===== config.mk =====
export PLATFORM = sky130hd
export DESIGN_NAME = fp_mult_round_pack_ctrl
export DESIGN_NICKNAME = d
export VERILOG_FILES = /design/src/rtl/fp_mult_round_pack_ctrl.sv
export SDC_FILE = /design/constraint.sdc
export NUM_CORES = 1
export LEC_CHECK = 0
export BUFFER_PORTS_ARGS = -buffer_cell sky130_fd_sc_hd__buf_2
export CORE_MARGIN = 3
export CORE_UTILIZATION = 55
export DETAILED_ROUTE_END_ITERATION = 10
export GPL_TIMING_DRIVEN = 0
export PLACE_DENSITY = 0.85
export SLEW_MARGIN = 5
export SYNTH_ARGS = -nofsm -noshare
export SYNTH_HDL_FRONTEND = slang
export SYNTH_SLANG_ARGS = --single-unit

===== constraint.sdc =====
create_clock -name clk -period 3.6 [get_ports clk]
set_clock_uncertainty 0.05 [all_clocks]
set_input_delay 0.72 -clock clk [delete_from_list [all_inputs] [get_ports clk]]
set_output_delay 0.72 -clock clk [all_outputs]
set_load 0.005 [all_outputs]

===== src/rtl/fp_mult_round_pack_ctrl.sv =====
`timescale 1ns/1ps
// FP multiplier back end: exponent add, 1-bit normalize, round-nearest-even,
// overflow/underflow classification, IEEE pack and output-stage load sequencing.
module fp_mult_round_pack_ctrl #(
    parameter int W  = 32,
    parameter int EW = (W == 64) ? 11 : 8,
    parameter int SW = (W == 64) ? 52 : 23
) (
    input  logic            clk,
    input  logic            rst,
    input  logic            start,
    input  logic            sign_x,
    input  logic            sign_y,
    input  logic [EW-1:0]   exp_x,
    input  logic [EW-1:0]   exp_y,
    input  logic [2*SW+1:0] sgf_prod,
    output logic [W-1:0]    ieee_result,
    output logic            load_a,
    output logic            load_b,
    output logic            selector_a,
    output logic            selector_b,
    output logic            ready
);

    localparam int EE = EW + 2;
    localparam logic signed [EE-1:0] BIAS = EE'((1 << (EW - 1)) - 1);
    localparam logic signed [EE-1:0] EMAX = EE'((1 << EW) - 1);
    localparam logic signed [EE-1:0] EZERO = '0;

    typedef enum logic [2:0] {
        S_IDLE, S_EXP, S_NORM, S_ROUND, S_CHECK, S_LOADB, S_DONE
    } state_t;

    state_t                 r_state;
    state_t                 w_next;
    logic                   r_sign;
    logic [EW-1:0]          r_ex;
    logic [EW-1:0]          r_ey;
    logic [2*SW+1:0]        r_prod;
    logic signed [EE-1:0]   r_e;
    logic                   r_zero;
    logic                   r_inf;
    logic [SW:0]            r_m;
    logic                   r_g;
    logic                   r_s;
    logic [W-1:0]           r_ieee;
    logic                   r_load_a;
    logic                   r_load_b;
    logic                   r_sel_a;
    logic                   r_sel_b;
    logic                   r_ready;

    logic signed [EE-1:0]   w_e_sum;
    logic                   w_top;
    logic [SW:0]            w_nm;
    logic                   w_ng;
    logic                   w_ns;
    logic signed [EE-1:0]   w_ne;
    logic                   w_rup;
    logic                   w_carry;
    logic [SW-1:0]          w_frac;
    logic signed [EE-1:0]   w_re;
    logic                   w_ovf;
    logic                   w_unf;

    always_comb begin
        w_next = r_state;
        unique case (r_state)
            S_IDLE:  if (start) w_next = S_EXP;
            S_EXP:   w_next = S_NORM;
            S_NORM:  w_next = S_ROUND;
            S_ROUND: w_next = S_CHECK;
            S_CHECK: w_next = S_LOADB;
            S_LOADB: w_next = S_DONE;
            S_DONE:  if (!start) w_next = S_IDLE;
            default: w_next = S_IDLE;
        endcase
    end

    assign w_e_sum = $signed({2'b00, r_ex}) + $signed({2'b00, r_ey}) - BIAS;

    assign w_top = r_prod[2*SW+1];
    assign w_nm  = w_top ? r_prod[2*SW+1:SW+1] : r_prod[2*SW:SW];
    assign w_ng  = w_top ? r_prod[SW] : r_prod[SW-1];
    assign w_ns  = w_top ? |r_prod[SW-1:0] : |r_prod[SW-2:0];
    assign w_ne  = r_e + $signed({{(EE-1){1'b0}}, w_top});

    // An all-ones significand that rounds up wraps the fraction to zero,
    // which is exactly the renormalized 1.000...0 once e is bumped.
    assign w_rup   = r_g & (r_s | r_m[0]);
    assign w_carry = (&r_m) & w_rup;
    assign w_frac  = r_m[SW-1:0] + SW'(w_rup);
    assign w_re    = r_e + $signed({{(EE-1){1'b0}}, w_carry});

    assign w_ovf = !r_zero && (r_inf || w_re >= EMAX);
    assign w_unf = !w_ovf && (r_zero || w_re <= EZERO);

    always_ff @(posedge clk or negedge rst) begin
        if (!rst) begin
            r_state <= S_IDLE;
        end else begin
            r_state <= w_next;
        end
    end

    always_ff @(posedge clk or negedge rst) begin
        if (!rst) begin
            r_sign   <= 1'b0;
            r_ex     <= '0;
            r_ey     <= '0;
            r_prod   <= '0;
            r_e      <= '0;
            r_zero   <= 1'b0;
            r_inf    <= 1'b0;
            r_m      <= '0;
            r_g      <= 1'b0;
            r_s      <= 1'b0;
            r_ieee   <= '0;
            r_load_a <= 1'b0;
            r_load_b <= 1'b0;
            r_sel_a  <= 1'b0;
            r_sel_b  <= 1'b0;
            r_ready  <= 1'b0;
        end else begin
            case (r_state)
                S_IDLE: begin
                    if (start) begin
                        r_sign <= sign_x ^ sign_y;
                        r_ex   <= exp_x;
                        r_ey   <= exp_y;
                        r_prod <= sgf_prod;
                    end
                end
                S_EXP: begin
                    r_e    <= w_e_sum;
                    r_zero <= (r_ex == '0) || (r_ey == '0);
                    r_inf  <= (&r_ex) || (&r_ey);
                end
                S_NORM: begin
                    r_m <= w_nm;
                    r_g <= w_ng;
                    r_s <= w_ns;
                    r_e <= w_ne;
                end
                S_ROUND: begin
                    r_e      <= w_re;
                    r_ieee   <= {r_sign, w_re[EW-1:0], w_frac};
                    r_sel_a  <= w_ovf;
                    r_sel_b  <= !(w_ovf || w_unf);
                    r_load_a <= 1'b1;
                end
                S_CHECK: begin
                    r_load_a <= 1'b0;
                    r_load_b <= 1'b1;
                end
                S_LOADB: begin
                    r_load_b <= 1'b0;
                    r_ready  <= 1'b1;
                end
                S_DONE: begin
                    if (!start) r_ready <= 1'b0;
                end
                default: ;
            endcase
        end
    end

    assign ieee_result = r_ieee;
    assign load_a      = r_load_a;
    assign load_b      = r_load_b;
    assign selector_a  = r_sel_a;
    assign selector_b  = r_sel_b;
    assign ready       = r_ready;

endmodule


==> summary by stage <==
Timing
The worst slew slack as a fraction of its limit is 45.13%. Setup violations remaining at the end of the flow were counted as 0. The max-slew violation count is 0. The worst path uses 93.81% of the clock period. The final critical-path required period is 3377 ps. Summed over all failing endpoints, the final setup total negative slack is 0 ps. The maximum frequency from static timing analysis is 296.1 MHz.

The number of failing hold endpoints at the final stage is 0. At the pin with the least slew margin, the transition time is 818.5 ps. The worst slack on hold paths is 172.8 ps.

GRT
For this run, the total global-route usage over all layers was measured as 24.84%. The global-route wire length before repair is 27.85 mm. Entering global routing, the biggest net connects 99 pins.

The number of antenna violations at the first check in global routing is 0. The via count of the first global-routing pass is 5,732. After global routing the overflow that remains totals 0.

Detailed routing
The count of nets left with antenna violations once routing finished came out at 0. The wire length on met1 is 6.988 mm. The wire length after detailed routing is 16.99 mm. In the final routed layout, each cell accounts on average for 17.64 um.

The ratio of routed vias to standard cells is 5.718. In the routed design, unresolved DRC markers number 0. The DRC violation total after the first TritonRoute iteration is 420. The via count is 5,506.

The uppermost layer routed is met4. The sum of met2 wire segment lengths after detailed routing is 8.469 mm. The routed design uses 792 um of met3 wire. The first TritonRoute pass finished after 5 iterations.

Synth
By count the netlist is led by sky130_fd_sc_hd__dfrtp_1, sky130_fd_sc_hd__mux2_2, sky130_fd_sc_hd__nor2_1, sky130_fd_sc_hd__nand2_1, sky130_fd_sc_hd__o21ai_0. The synthesized netlist cell count is 656. The synthesized area per cell is 10.63 sq um. The fraction of the yosys area taken by sequential cells is 51.31%.

For this run, the leading register cell type out of synthesis is sky130_fd_sc_hd__dfrtp_1. Of all flip-flops after synthesis, the portion carrying an async set or reset was 100.0%. During synthesis, Yosys emitted a total of 0 warnings. The count of flip-flops with a built-in enable after synthesis is 0. Summing every instance area after synthesis gives 6974 sq um. The register bit total from synthesis is 143.

The portion of synthesized cell area occupied by the leading cell type is 51.31%. The netlist uses 48 different library cells. The cell type with the largest total area after synthesis is sky130_fd_sc_hd__dfrtp_1.

By area the synthesized netlist is led by sky130_fd_sc_hd__dfrtp_1, sky130_fd_sc_hd__mux2_2, sky130_fd_sc_hd__mux2i_1. The post-synthesis net count is 746. The library cell with the highest instance count after synthesis is sky130_fd_sc_hd__dfrtp_1.

Setup path
The largest single stage delay on the critical path is 560 ps. The data arrival time of the worst path is 3630 ps. The worst setup path is launched from a flip-flop. Walking the worst path, the cells encountered are nand4_1 -> nor4_4 -> nand3b_1 -> nor3_2 -> ha_2 -> ha_2 -> nand3_2 -> xor2_1 -> or4_1 -> nor4_2 -> nor3_1 -> a32o_1. The cell repeated most along the worst path is sky130_fd_sc_hd__ha_2.

The required time at the worst-slack endpoint is 3860 ps. In this run the worst path has a maximum fanout of 4. The slowest stage of the critical path belongs to the cell sky130_fd_sc_hd__or4_1. STA classifies the critical path endpoint as a flip-flop. The critical path is of the flip-flop to flip-flop type.

Placed design
Input and output buffers added on the ports amount to 105. Routability-driven placement finished with a final weighted congestion of 0.9244. The estimated wirelength of the detail-placed design is 12.08 mm. After detailed placement, the design holds a cell count of 930.

Clock tree
The buffer type at the clock tree root is sky130_fd_sc_hd__clkbuf_16. The TritonCTS sink count is 143. The clock reaches the later pin of the worst-skew pair after 420 ps. The deepest clock path buffer count is 2. The TritonCTS clock tree is yes. The H-tree was split into 4 levels. The clock buffer count from CTS is 17.

Clock-pin slew was measured on the worst setup and hold paths at 60 ps.

Power and ir drop
The power density of the placed cells is 1018 nW/um^2. The largest vdd supply drop is 0.0004083 V. The static leakage power is 3.759 nW. The design draws 8.535 mW.

Die
For this configuration, the core starts out at a cell density of 57.11%. In this run the count of I/O pins placed on the die edge is 106. The floorplan step defined a core boundary enclosing 12,210 sq um. The floorplan has 40 rows. In this run the vertical extent of the chip is 118.6 um. The floorplan die area is 14,070 sq um. From left edge to right edge, the die measures 118.6 um.

Cells and area
Once layout is complete, the cells apart from fillers number 963. The area growth from synthesis to layout is 20.17%. The number of antenna diodes is 0. The post-route netlist has 28.18% of its cells at a drive strength greater than 1. The final-layout fill cell count is 957.

The core utilization of the finished layout is 68.63%. The post-layout net count is 875.

Run
Across the run, the number of max-cap violations was 0.

Run status
The run finished with clean final reports.

Min path
In this run the worst hold path is classified as input pin to asynchronous set/reset pin.
==> layout by cell type, fill, tap and decap left out, types with 5 or more instances in the layout <==
master and instances:
sky130_fd_sc_hd__and3_1 5, sky130_fd_sc_hd__nor4_1 9, sky130_fd_sc_hd__dfrtp_1 142, sky130_fd_sc_hd__buf_2 111, sky130_fd_sc_hd__nor2_1 59, sky130_fd_sc_hd__nor3_1 5
sky130_fd_sc_hd__nand2_1 57, sky130_fd_sc_hd__inv_1 15, sky130_fd_sc_hd__a21oi_1 43, sky130_fd_sc_hd__xor2_1 14, sky130_fd_sc_hd__nand4_1 13, sky130_fd_sc_hd__clkbuf_16 17
sky130_fd_sc_hd__ha_1 18, sky130_fd_sc_hd__mux2i_1 29, sky130_fd_sc_hd__xnor2_1 22, sky130_fd_sc_hd__mux2_2 66, sky130_fd_sc_hd__nand3_1 13, sky130_fd_sc_hd__buf_4 5
sky130_fd_sc_hd__o21ai_0 47, sky130_fd_sc_hd__clkbuf_1 24
==> sequential cells by signal, indices dropped and copies added (netlist names) <==
register,cells
r_inf,1
r_state,3
r_ex,8
r_e,10
r_prod,48
r_ey,8
r_g,1
selector_b,1
ready,1
load_a,1
load_b,1
r_sign,1
selector_a,1
r_zero,1
ieee_result,32
r_s,1
r_m,24
==> power by group <==
part	switching [mW]	internal, mW	total (mW)	leakage (nW)
clock network	0.659	1.02	1.68	0.269
logic	2.06	1.71	3.76	1.80
registers	0.664	2.43	3.09	1.69
total	3.38	5.16	8.53	3.76
==> worst paths after layout <==
kind	startpoint	endpoint	slack, ps	cells after the start
max in group asynchronous	rst	r_m[7]	2510	2
max	r_m[2]	selector_b	220	12
min in group clk	ieee_result[0]	ieee_result[0]	430	2
min	rst	r_inf	170	1
min reg2reg	ieee_result[0]	ieee_result[0]	430	2
max reg2reg	r_m[2]	selector_b	220	12
==> layer usage <==
layer  vias up  global-route usage, %
li1       2585                      -
met1      2663                  30.40
met2       191                  41.49
met3        67                  5.072
met4         0                  13.03
met5         -                      0
==> stage by stage <==
step                      worst slack (ps)  instance area [sq um]
after floorplan                      443.1                   6974
after global placement              -45.15                   7710
after detailed placement            -61.70                   7744
after CTS                            22.39                   8309
after global routing                -21.29                   8381
final                                222.7                   8381
==> worst max-delay path, delay by kind of cell, from the launching register on <==
family                   cells  cell delay [ps]
AND/OR/NAND/NOR              8             1920
adder cells (fa/ha/maj)      2              450
flip-flops                   1              410
AO/OA/AOI/OAI                1              230
XOR/XNOR                     1              220
==> cell families after synthesis <==
| kind of cell | count (synthesis) | share of synthesized area [%] |
|---|---|---|
| compound gates | 124 | 10.15 |
| xor+xnor | 36 | 4.521 |
| fa+ha+maj | 21 | 3.875 |
| buf+inv | 51 | 2.924 |
| flops | 143 | 51.31 |
| mux | 95 | 14.82 |
| simple gates | 186 | 12.40 |
==> cell type report <==
cell class	instances	area (sq um)	share of cell area (%)
clock buffer	18	439.2	5.240
buffer	36	147.6	1.762
tap	168	210.2	2.508
multi-input combinational	462	3238	38.64
clock inverter	11	120.1	1.433
sequential	143	3580	42.71
inverter	15	56.30	0.6718
timing repair buffer	110	589.3	7.032
==> repair_timing <==
item | 4_1_cts | 5_1_grt
gates cloned | 0 | 0
pin swaps | 0 | 2
buffers inserted | 0 | 4
resized for setup | 1 | 8
hold buffers | 0 | 0
endpoints found under the setup margin | 2 | 2
Note: power is estimated with default switching activity, not from simulation.
